### src/rtl/lsu_pkg.sv
// rtl/lsu_pkg.sv - shared funct3 codes, FSM state encoding and strobe constants for the LSU
package lsu_pkg;

  localparam logic [2:0] F3_B  = 3'b000;
  localparam logic [2:0] F3_H  = 3'b001;
  localparam logic [2:0] F3_W  = 3'b010;
  localparam logic [2:0] F3_BU = 3'b100;
  localparam logic [2:0] F3_HU = 3'b101;

  typedef enum logic [1:0] {
    IDLE = 2'd0,
    REQ  = 2'd1,
    WAIT = 2'd2,
    DONE = 2'd3
  } state_t;

  localparam logic [3:0] STRB_B = 4'b0001;
  localparam logic [3:0] STRB_H = 4'b0011;
  localparam logic [3:0] STRB_W = 4'b1111;

  // funct3[1:0] encodes the access size; byte accesses can never be misaligned
  function automatic logic is_misaligned(input logic [2:0] f3, input logic [1:0] lo);
    logic half_bad, word_bad;
    half_bad = (f3[1:0] == 2'b01) && lo[0];
    word_bad = f3[1] && (lo != 2'b00);
    return half_bad || word_bad;
  endfunction

endpackage

### src/rtl/lsu_align.sv
// rtl/lsu_align.sv - byte-lane steering, write strobes, load extension and misalign detect
module lsu_align
  import lsu_pkg::*;
(
  input  logic [2:0]  funct3,
  input  logic [1:0]  addr_lo,
  input  logic [31:0] store_data,
  input  logic [2:0]  ld_funct3,
  input  logic [1:0]  ld_addr_lo,
  input  logic [31:0] rdata,
  output logic [3:0]  wstrb,
  output logic [31:0] wdata,
  output logic        misaligned,
  output logic [31:0] load_ext
);

  logic [31:0] shifted;

  assign misaligned = is_misaligned(funct3, addr_lo);

  always_comb begin
    wstrb = STRB_W;
    wdata = store_data;
    case (funct3[1:0])
      2'b00: begin
        wstrb = STRB_B << addr_lo;
        wdata = {4{store_data[7:0]}};
      end
      2'b01: begin
        wstrb = STRB_H << {addr_lo[1], 1'b0};
        wdata = {2{store_data[15:0]}};
      end
      default: ;
    endcase
  end

  // Bring the addressed lane down to bit 0; LW is aligned so the shift is zero
  always_comb begin
    shifted = rdata >> {ld_addr_lo, 3'b000};
    case (ld_funct3)
      F3_B:    load_ext = {{24{shifted[7]}}, shifted[7:0]};
      F3_BU:   load_ext = {24'd0, shifted[7:0]};
      F3_H:    load_ext = {{16{shifted[15]}}, shifted[15:0]};
      F3_HU:   load_ext = {16'd0, shifted[15:0]};
      default: load_ext = shifted;
    endcase
  end

endmodule

### src/rtl/lsu_dbus_ctrl.sv
// rtl/lsu_dbus_ctrl.sv - load/store data-bus FSM with core stall; LSU_TIMEOUT_EN adds a bus timeout
module lsu_dbus_ctrl
  import lsu_pkg::*;
#(
  parameter int TIMEOUT_CYCLES = 256,
  parameter int CNT_W          = 9
) (
  input  logic        clk,
  input  logic        rst,
  input  logic        mem_read,
  input  logic        mem_write,
  input  logic [2:0]  funct3,
  input  logic [31:0] addr,
  input  logic [31:0] store_data,
  output logic [31:0] load_data,
  output logic        stall,
  output logic        done,
  output logic        misaligned,
  output logic        bus_err,
  output logic        dbus_req,
  output logic        dbus_we,
  output logic [31:0] dbus_addr,
  output logic [3:0]  dbus_wstrb,
  output logic [31:0] dbus_wdata,
  input  logic        dbus_gnt,
  input  logic        dbus_rvalid,
  input  logic [31:0] dbus_rdata
);

  state_t      state;
  logic [31:0] addr_q;
  logic [31:0] wdata_q;
  logic [3:0]  wstrb_q;
  logic [2:0]  f3_q;
  logic        we_q;
  logic [31:0] load_q;
  logic        err_q;

  logic        access;
  logic        mis_raw;
  logic        start;
  logic        timeout;
  logic [3:0]  wstrb_c;
  logic [31:0] wdata_c;
  logic [31:0] load_ext;

  lsu_align u_align (
    .funct3     (funct3),
    .addr_lo    (addr[1:0]),
    .store_data (store_data),
    .ld_funct3  (f3_q),
    .ld_addr_lo (addr_q[1:0]),
    .rdata      (dbus_rdata),
    .wstrb      (wstrb_c),
    .wdata      (wdata_c),
    .misaligned (mis_raw),
    .load_ext   (load_ext)
  );

  assign access     = mem_read | mem_write;
  assign misaligned = access & mis_raw;
  assign start      = (state == IDLE) & access & ~mis_raw;
  assign stall      = start | (state == REQ) | (state == WAIT);
  assign done       = (state == DONE);
  assign dbus_req   = (state == REQ);
  assign dbus_we    = we_q;
  assign dbus_addr  = {addr_q[31:2], 2'b00};
  assign dbus_wstrb = wstrb_q;
  assign dbus_wdata = wdata_q;
  assign load_data  = load_q;
  assign bus_err    = err_q;

`ifdef LSU_TIMEOUT_EN
  logic [CNT_W-1:0] cnt;

  assign timeout = ((state == REQ) || (state == WAIT)) &&
                   (cnt == CNT_W'(TIMEOUT_CYCLES - 1));

  always_ff @(posedge clk) begin
    if (rst || !((state == REQ) || (state == WAIT))) begin
      cnt <= '0;
    end else begin
      cnt <= cnt + 1'b1;
    end
  end
`else
  assign timeout = 1'b0;
`endif

  always_ff @(posedge clk) begin
    if (rst) begin
      state   <= IDLE;
      addr_q  <= '0;
      wdata_q <= '0;
      wstrb_q <= '0;
      f3_q    <= '0;
      we_q    <= 1'b0;
      load_q  <= '0;
      err_q   <= 1'b0;
    end else begin
      case (state)
        IDLE: begin
          err_q <= 1'b0;
          if (start) begin
            addr_q  <= addr;
            wdata_q <= wdata_c;
            wstrb_q <= wstrb_c;
            f3_q    <= funct3;
            we_q    <= mem_write;
            state   <= REQ;
          end
        end
        REQ: begin
          if (timeout) begin
            err_q  <= 1'b1;
            load_q <= '0;
            state  <= DONE;
          end else if (dbus_gnt) begin
            if (we_q) begin
              state <= DONE;
            end else if (dbus_rvalid) begin
              load_q <= load_ext;
              state  <= DONE;
            end else begin
              state <= WAIT;
            end
          end
        end
        WAIT: begin
          if (timeout) begin
            err_q  <= 1'b1;
            load_q <= '0;
            state  <= DONE;
          end else if (dbus_rvalid) begin
            load_q <= load_ext;
            state  <= DONE;
          end
        end
        DONE: begin
          // The core advances on this edge, so the same access is not re-issued
          err_q <= 1'b0;
          state <= IDLE;
        end
        default: state <= IDLE;
      endcase
    end
  end

endmodule

### config.mk
export PLATFORM = sky130hd
export DESIGN_NAME = lsu_dbus_ctrl
export DESIGN_NICKNAME = d
export VERILOG_FILES = /design/src/rtl/lsu_pkg.sv /design/src/rtl/lsu_align.sv /design/src/rtl/lsu_dbus_ctrl.sv
export SDC_FILE = /design/constraint.sdc
export NUM_CORES = 1
export LEC_CHECK = 0
export CAP_MARGIN = 20
export CORE_MARGIN = 5
export CORE_UTILIZATION = 43
export DETAILED_ROUTE_END_ITERATION = 6
export PLACE_DENSITY = 0.82
export SLEW_MARGIN = 10
export SYNTH_ARGS = -nofsm -noshare
export SYNTH_HDL_FRONTEND = slang
export SYNTH_SLANG_ARGS = --single-unit
### constraint.sdc
create_clock -name clk -period 2.1 [get_ports clk]
set_input_delay 0.42 -clock clk [delete_from_list [all_inputs] [get_ports clk]]
set_output_delay 0.42 -clock clk [all_outputs]
set_load 0.02 [all_outputs]
### Word level (Yosys, flattened, before mapping)

Cells that the tools add are included.

| word-level totals | value |
|---|---|
| bits in registers | 107 |
| input port bits | 105 |
| output and inout port bits | 106 |
| word-level logic and storage cells | 56 |

| cells by class | value |
|---|---|
| equality and inequality tests | 11 |
| shift-type cells | 3 |
| multiplexer cells | 14 |
| bitwise gates (word level) | 7 |
| reductions and logical operators | 13 |

Operator list:

| operator | count |
|---|---|
| case mux 32 bit (2 select lines) | 2 |
| case mux 32 bit (4 select lines) | 1 |
| 2-to-1 mux 32 bit | 3 |
| right shift 32 x 5 -> 32 bit | 1 |
| case mux 2 bit (4 select lines) | 1 |
| case mux 4 bit (2 select lines) | 1 |
| equality test 3 bit, second input constant | 2 |
| 2-to-1 mux 2 bit | 3 |
| inequality test 2 bit, second input constant | 3 |
| AND reduction 3 bit | 2 |
| equality test 2 x 1 -> 1 bit, second input constant | 2 |
| equality test 2 bit, second input constant | 2 |
| logical NOT 2 bit | 2 |
| nonzero test 2 bit | 2 |
| OR reduction 2 bit | 2 |
| left shift 1 x 2 -> 4 bit, first input constant | 1 |
| left shift 2 x 2 -> 4 bit, first input constant | 1 |
| AND 1 bit | 3 |
| equality test 3 x 1 -> 1 bit, second input constant | 1 |
| logical NOT 3 bit | 1 |
| 2-to-1 mux 1 bit | 3 |
| OR 1 bit | 3 |
| logical AND 1 bit | 2 |
| inequality test 2 x 1 -> 1 bit, second input constant | 1 |
| other kinds (3) | 3 |

### Depth between registers and ports, before layout

| logic depth | value |
|---|---|
| depth after elaboration | 7 |
| mapped depth | 8 |
| mapped depth without buffers | 6 |

### Modules after synthesis

A second synthesis with hierarchy kept.

| unflattened totals | value |
|---|---|
| cells, all modules | 694 |
| area total of the unflattened synthesis | 5,474.0 um2 |

Modules (own cells, without submodules):

| module | times used | cells an instance | area each (um2) | seq. area each (um2) |
|---|---|---|---|---|
| lsu_dbus_ctrl | 1 | 514 | 4,174.0 | 2,122.0 |
| lsu_align | 1 | 180 | 1,300.0 | 0.0 |

### Worst setup path after synthesis

No wires, ideal clock.

| timing path | value |
|---|---|
| kind | input to output |
| start point | input mem_write |
| end point | output stall |
| arrival | 1,585 ps |
| setup slack | 95 ps |
| cell stages on the path | 5 |
| cell sequence | or2_2 > and4_1 > buf_2 > buf_4 > or3_1 |

| between the ends | value |
|---|---|
| cells in the longest elaborated chain, start to end | 5 |

RTL lines:

| item | RTL line | text |
|---|---|---|
| start: declaration | lsu_dbus_ctrl.sv:11 | `input logic mem_write,` |
| OR 1 bit | lsu_dbus_ctrl.sv:60 | `assign access = mem_read \| mem_write;` |
| AND 1 bit (2 in a row) | lsu_dbus_ctrl.sv:62 | `assign start = (state == IDLE) & access & ~mis_raw;` |
| OR 1 bit (2 in a row) | lsu_dbus_ctrl.sv:63 | `assign stall = start \| (state == REQ) \| (state == WAIT);` |
| end: declaration | lsu_dbus_ctrl.sv:16 | `output logic stall,` |

Every way passes these cells.

### Worst setup path after layout

| timing path | value |
|---|---|
| start point | register state[0] |
| end point | output stall |

| between the ends | value |
|---|---|
| cells in the longest elaborated chain, start to end | 5 |

RTL lines:

| item | RTL line | text |
|---|---|---|
| start: declaration | lsu_dbus_ctrl.sv:30 | `state_t state;` |
| start signal: assignment | lsu_dbus_ctrl.sv:92 | `state <= IDLE;` |
| start signal: assignment | lsu_dbus_ctrl.sv:110 | `state <= REQ;` |
| start signal: assignment | lsu_dbus_ctrl.sv:117 | `state <= DONE;` |
| logical NOT 2 bit | lsu_dbus_ctrl.sv:62 |  |
| AND 1 bit (2 in a row) | lsu_dbus_ctrl.sv:62 |  |
| OR 1 bit | lsu_dbus_ctrl.sv:63 |  |
| OR 1 bit (*) | lsu_dbus_ctrl.sv:63 |  |

Mark *: on every way between the ends. The rest lies on a longest branch, timed or not.

==> qor.txt <==
Final Hold Slack: 454.0 ps
slowest stage delay, CP: 330 ps
cell count after synthesis: 601
layout cell share with drive strength beyond 1: 9.021%
kind of critical path: register to output pin
max-slew violation count: 0
Worst Skew: 6.518 ps
period utilization: 93.68%
Pleak: 2.709 nW
Post-Route WL: 15680 um
Setup crit end kind: output pin
power density cells: 851.1 nW/um2
via count: 4886
Critical Path Fanout Max: 2
synthesized cell area: 5047 um2
total I/O pin count: 211
Crit path arrival time: 1550 ps
setup violators final: 0
#FFs+latches synth: 106
yosys warns: 0
Clock Latency Late Sink: 340 ps
# Max-Cap Violations: 0
crit start category: register
first-pass GRT wire length: 25180 um
fillcell total: 937
Post-synth EDFFs: 0
most common cell in the synthesized netlist: nand2_1
largest net degree at the start of global routing: 90
Slew headroom: 61.17%
GRT Residual Overflow: 0
Die Y-Extent: 118.3 um
Sink Count: 106
initial antenna violation count: 0
RD Place Congestion: 0.8995
worst path bufs/invs: 2
IR drop worst, VDD: 0.0006532 V
Seq/Total Area, Yosys: 42.04%
post-CTS setup buffer count: 0
pre-CTS setup slack: -520.8 ps
# DRC: 0
Tightest Pin Transition: 581.2 ps
f_max: 508.3 MHz
initial drt markers: 317
status: completed
RSZ-0062 raised after global routing: no
Clk pin slew, worst setup/hold paths: 70 ps
Final Util: 64.66%
wire per inst: 17.07 um
Tmin final: 1967 ps
Clock Tree Buf Depth: 2
CTS HTree Levels: 3
CTS Buf Count: 9
syn avg cell area: 8.398 um2
Post-layout nets: 880
hold-fix buffers at CTS: 0
Die Span X: 118.3 um
Final Hold Viols: 0
Req. time, crit path: 1680 ps
ys flop type: dfxtp_1
Synth area leader: dfxtp_1
CP delay by family, top: simple AND/OR/NAND/NOR gates
antenna viol nets, final: 0
core area: 11470 um2
Post-synth ARST share: 0%
largest cells by area after synthesis: dfxtp_1 (42%), nand2_1 (9.5%), mux2i_1 (9.3%), a21oi_1 (6.4%), buf_4 (5.5%)
FP Rows: 39
Antenna diodes: 0
area grow syn2layout: 46.90%
Commonest cells post-synth: nand2_1 (128), dfxtp_1 (106), a21oi_1 (65), nor2_1 (56), mux2i_1 (47)
Setup WS post-layout: 132.6 ps
CTS tree: yes
crit-path cells: inv_1 > ha_1 > and4_4 > or3_4 > buf_6
Tot GR Track Use: 21.50%
vias in the first global route: 5044
FF-to-FF Start: state[0]
DRT Pass-1 Iters: 4
Clock Tree Root: clkbuf_16
Worst Hold Class: register to register
Worst setup startpoint: state[0]
Initial Utilization: 44.02%
die area: 14000 um2
worst hold path startpoint: addr_q[5]
Yosys cell types: 42
vias per cell: 5.317
DP HPWL: 11800 um
post-synth top area share: 42.04%
CP max stage cell: dfxtp_1
IO Port Bufs: 207
-- final timing paths --
path / depth (start not counted) / end / slack [ps]
min: 2 / addr_q[5] / 450
min reg2reg: 2 / addr_q[5] / 450
max reg2reg: 7 / load_data[8] / 160
max: 5 / stall / 130
-- area by class of cell --
| type | instances | area, um2 | share of cell area [%] |
|---|---|---|---|
| timing repair buffer | 237 | 2364 | 31.88 |
| clock buffer | 12 | 246.5 | 3.324 |
| tap | 143 | 178.9 | 2.413 |
| inverter | 8 | 30.03 | 0.4050 |
| clock inverter | 4 | 26.28 | 0.3544 |
| multi-input combinational | 409 | 2447 | 33.01 |
| sequential | 106 | 2122 | 28.62 |
-- flip-flops by register name, summed over array words and instances, names as in the netlist --
register and flops:
dbus_we 1, addr_q 32, state 2, dbus_wstrb 4, f3_q 3, load_data 32
dbus_wdata 32
-- worst min-delay path, stage by stage, from the launching register on --
cell and delay (ps):
dfxtp_1 310, nand2_1 50, a21oi_1 50
-- what timing repair did --
action / CTS / global route
pin swaps: 0 / 1
endpoints found under the setup margin: 28 / 16
gates resized for setup: 14 / 8
-- cell families (layout without fill, tap and decap cells) --
group                    count (synthesis)  in the layout  synth area share (%)
buffers and inverters                   88            261                 10.09
flip-flops                             106            106                 42.04
adder cells (fa/ha/maj)                  4              4                0.9916
other                                    1              3               0.07430
AND/OR/NAND/NOR                        209            209                 16.76
multiplexers                            57             57                 12.00
AO/OA/AOI/OAI                          136            136                 18.05
-- per-stage QoR --
| step | setup TNS (ps) | instances | power, W | area [um2] |
|---|---|---|---|---|
| final | 0 | 919 | 0.006311 | 7415 |
| after global placement | -19290 | 903 | 0.004705 | 7112 |
| after floorplan | 0 | 603 | 0.003809 | 5055 |
| after global routing | 0 | 919 | 0.006623 | 7415 |
| after detailed placement | -25210 | 903 | 0.004776 | 7112 |
| after CTS | -97.89 | 919 | 0.006342 | 7393 |
-- layer usage --
metal	GRT usage [%]	part of all wire [%]	up-vias
li1	-	-	2387
met1	24.84	39	2304
met2	38.19	52	162
met3	4.632	5.8	33
met4	9.247	3.3	0
met5	0	0	-
-- power breakdown --
group | switching, W | total, W | internal (W)
clock | 0.000721 | 0.00156 | 0.000838
combinational | 0.00123 | 0.00232 | 0.00109
sequential | 0.000150 | 0.00243 | 0.00228
-- cell usage in the layout (no fill, tap or decap), types with 3 or more instances in the layout --
cell             instances
a21oi_1                 64
nor2_1                  56
a311oi_1                25
clkdlybuf4s50_1        197
ha_1                     4
o21ai_0                 12
o2bb2ai_1                8
conb_1                   3
mux2i_1                 47
mux2_2                   8
dlymetal6s2s_1           5
dfxtp_1                106
a211oi_1                 8
inv_1                    7
clkbuf_16                9
buf_4                   26
o211ai_1                 8
nor3_1                   9
buf_12                   4
nand2_1                127
Power figures use the tool's default switching activity.
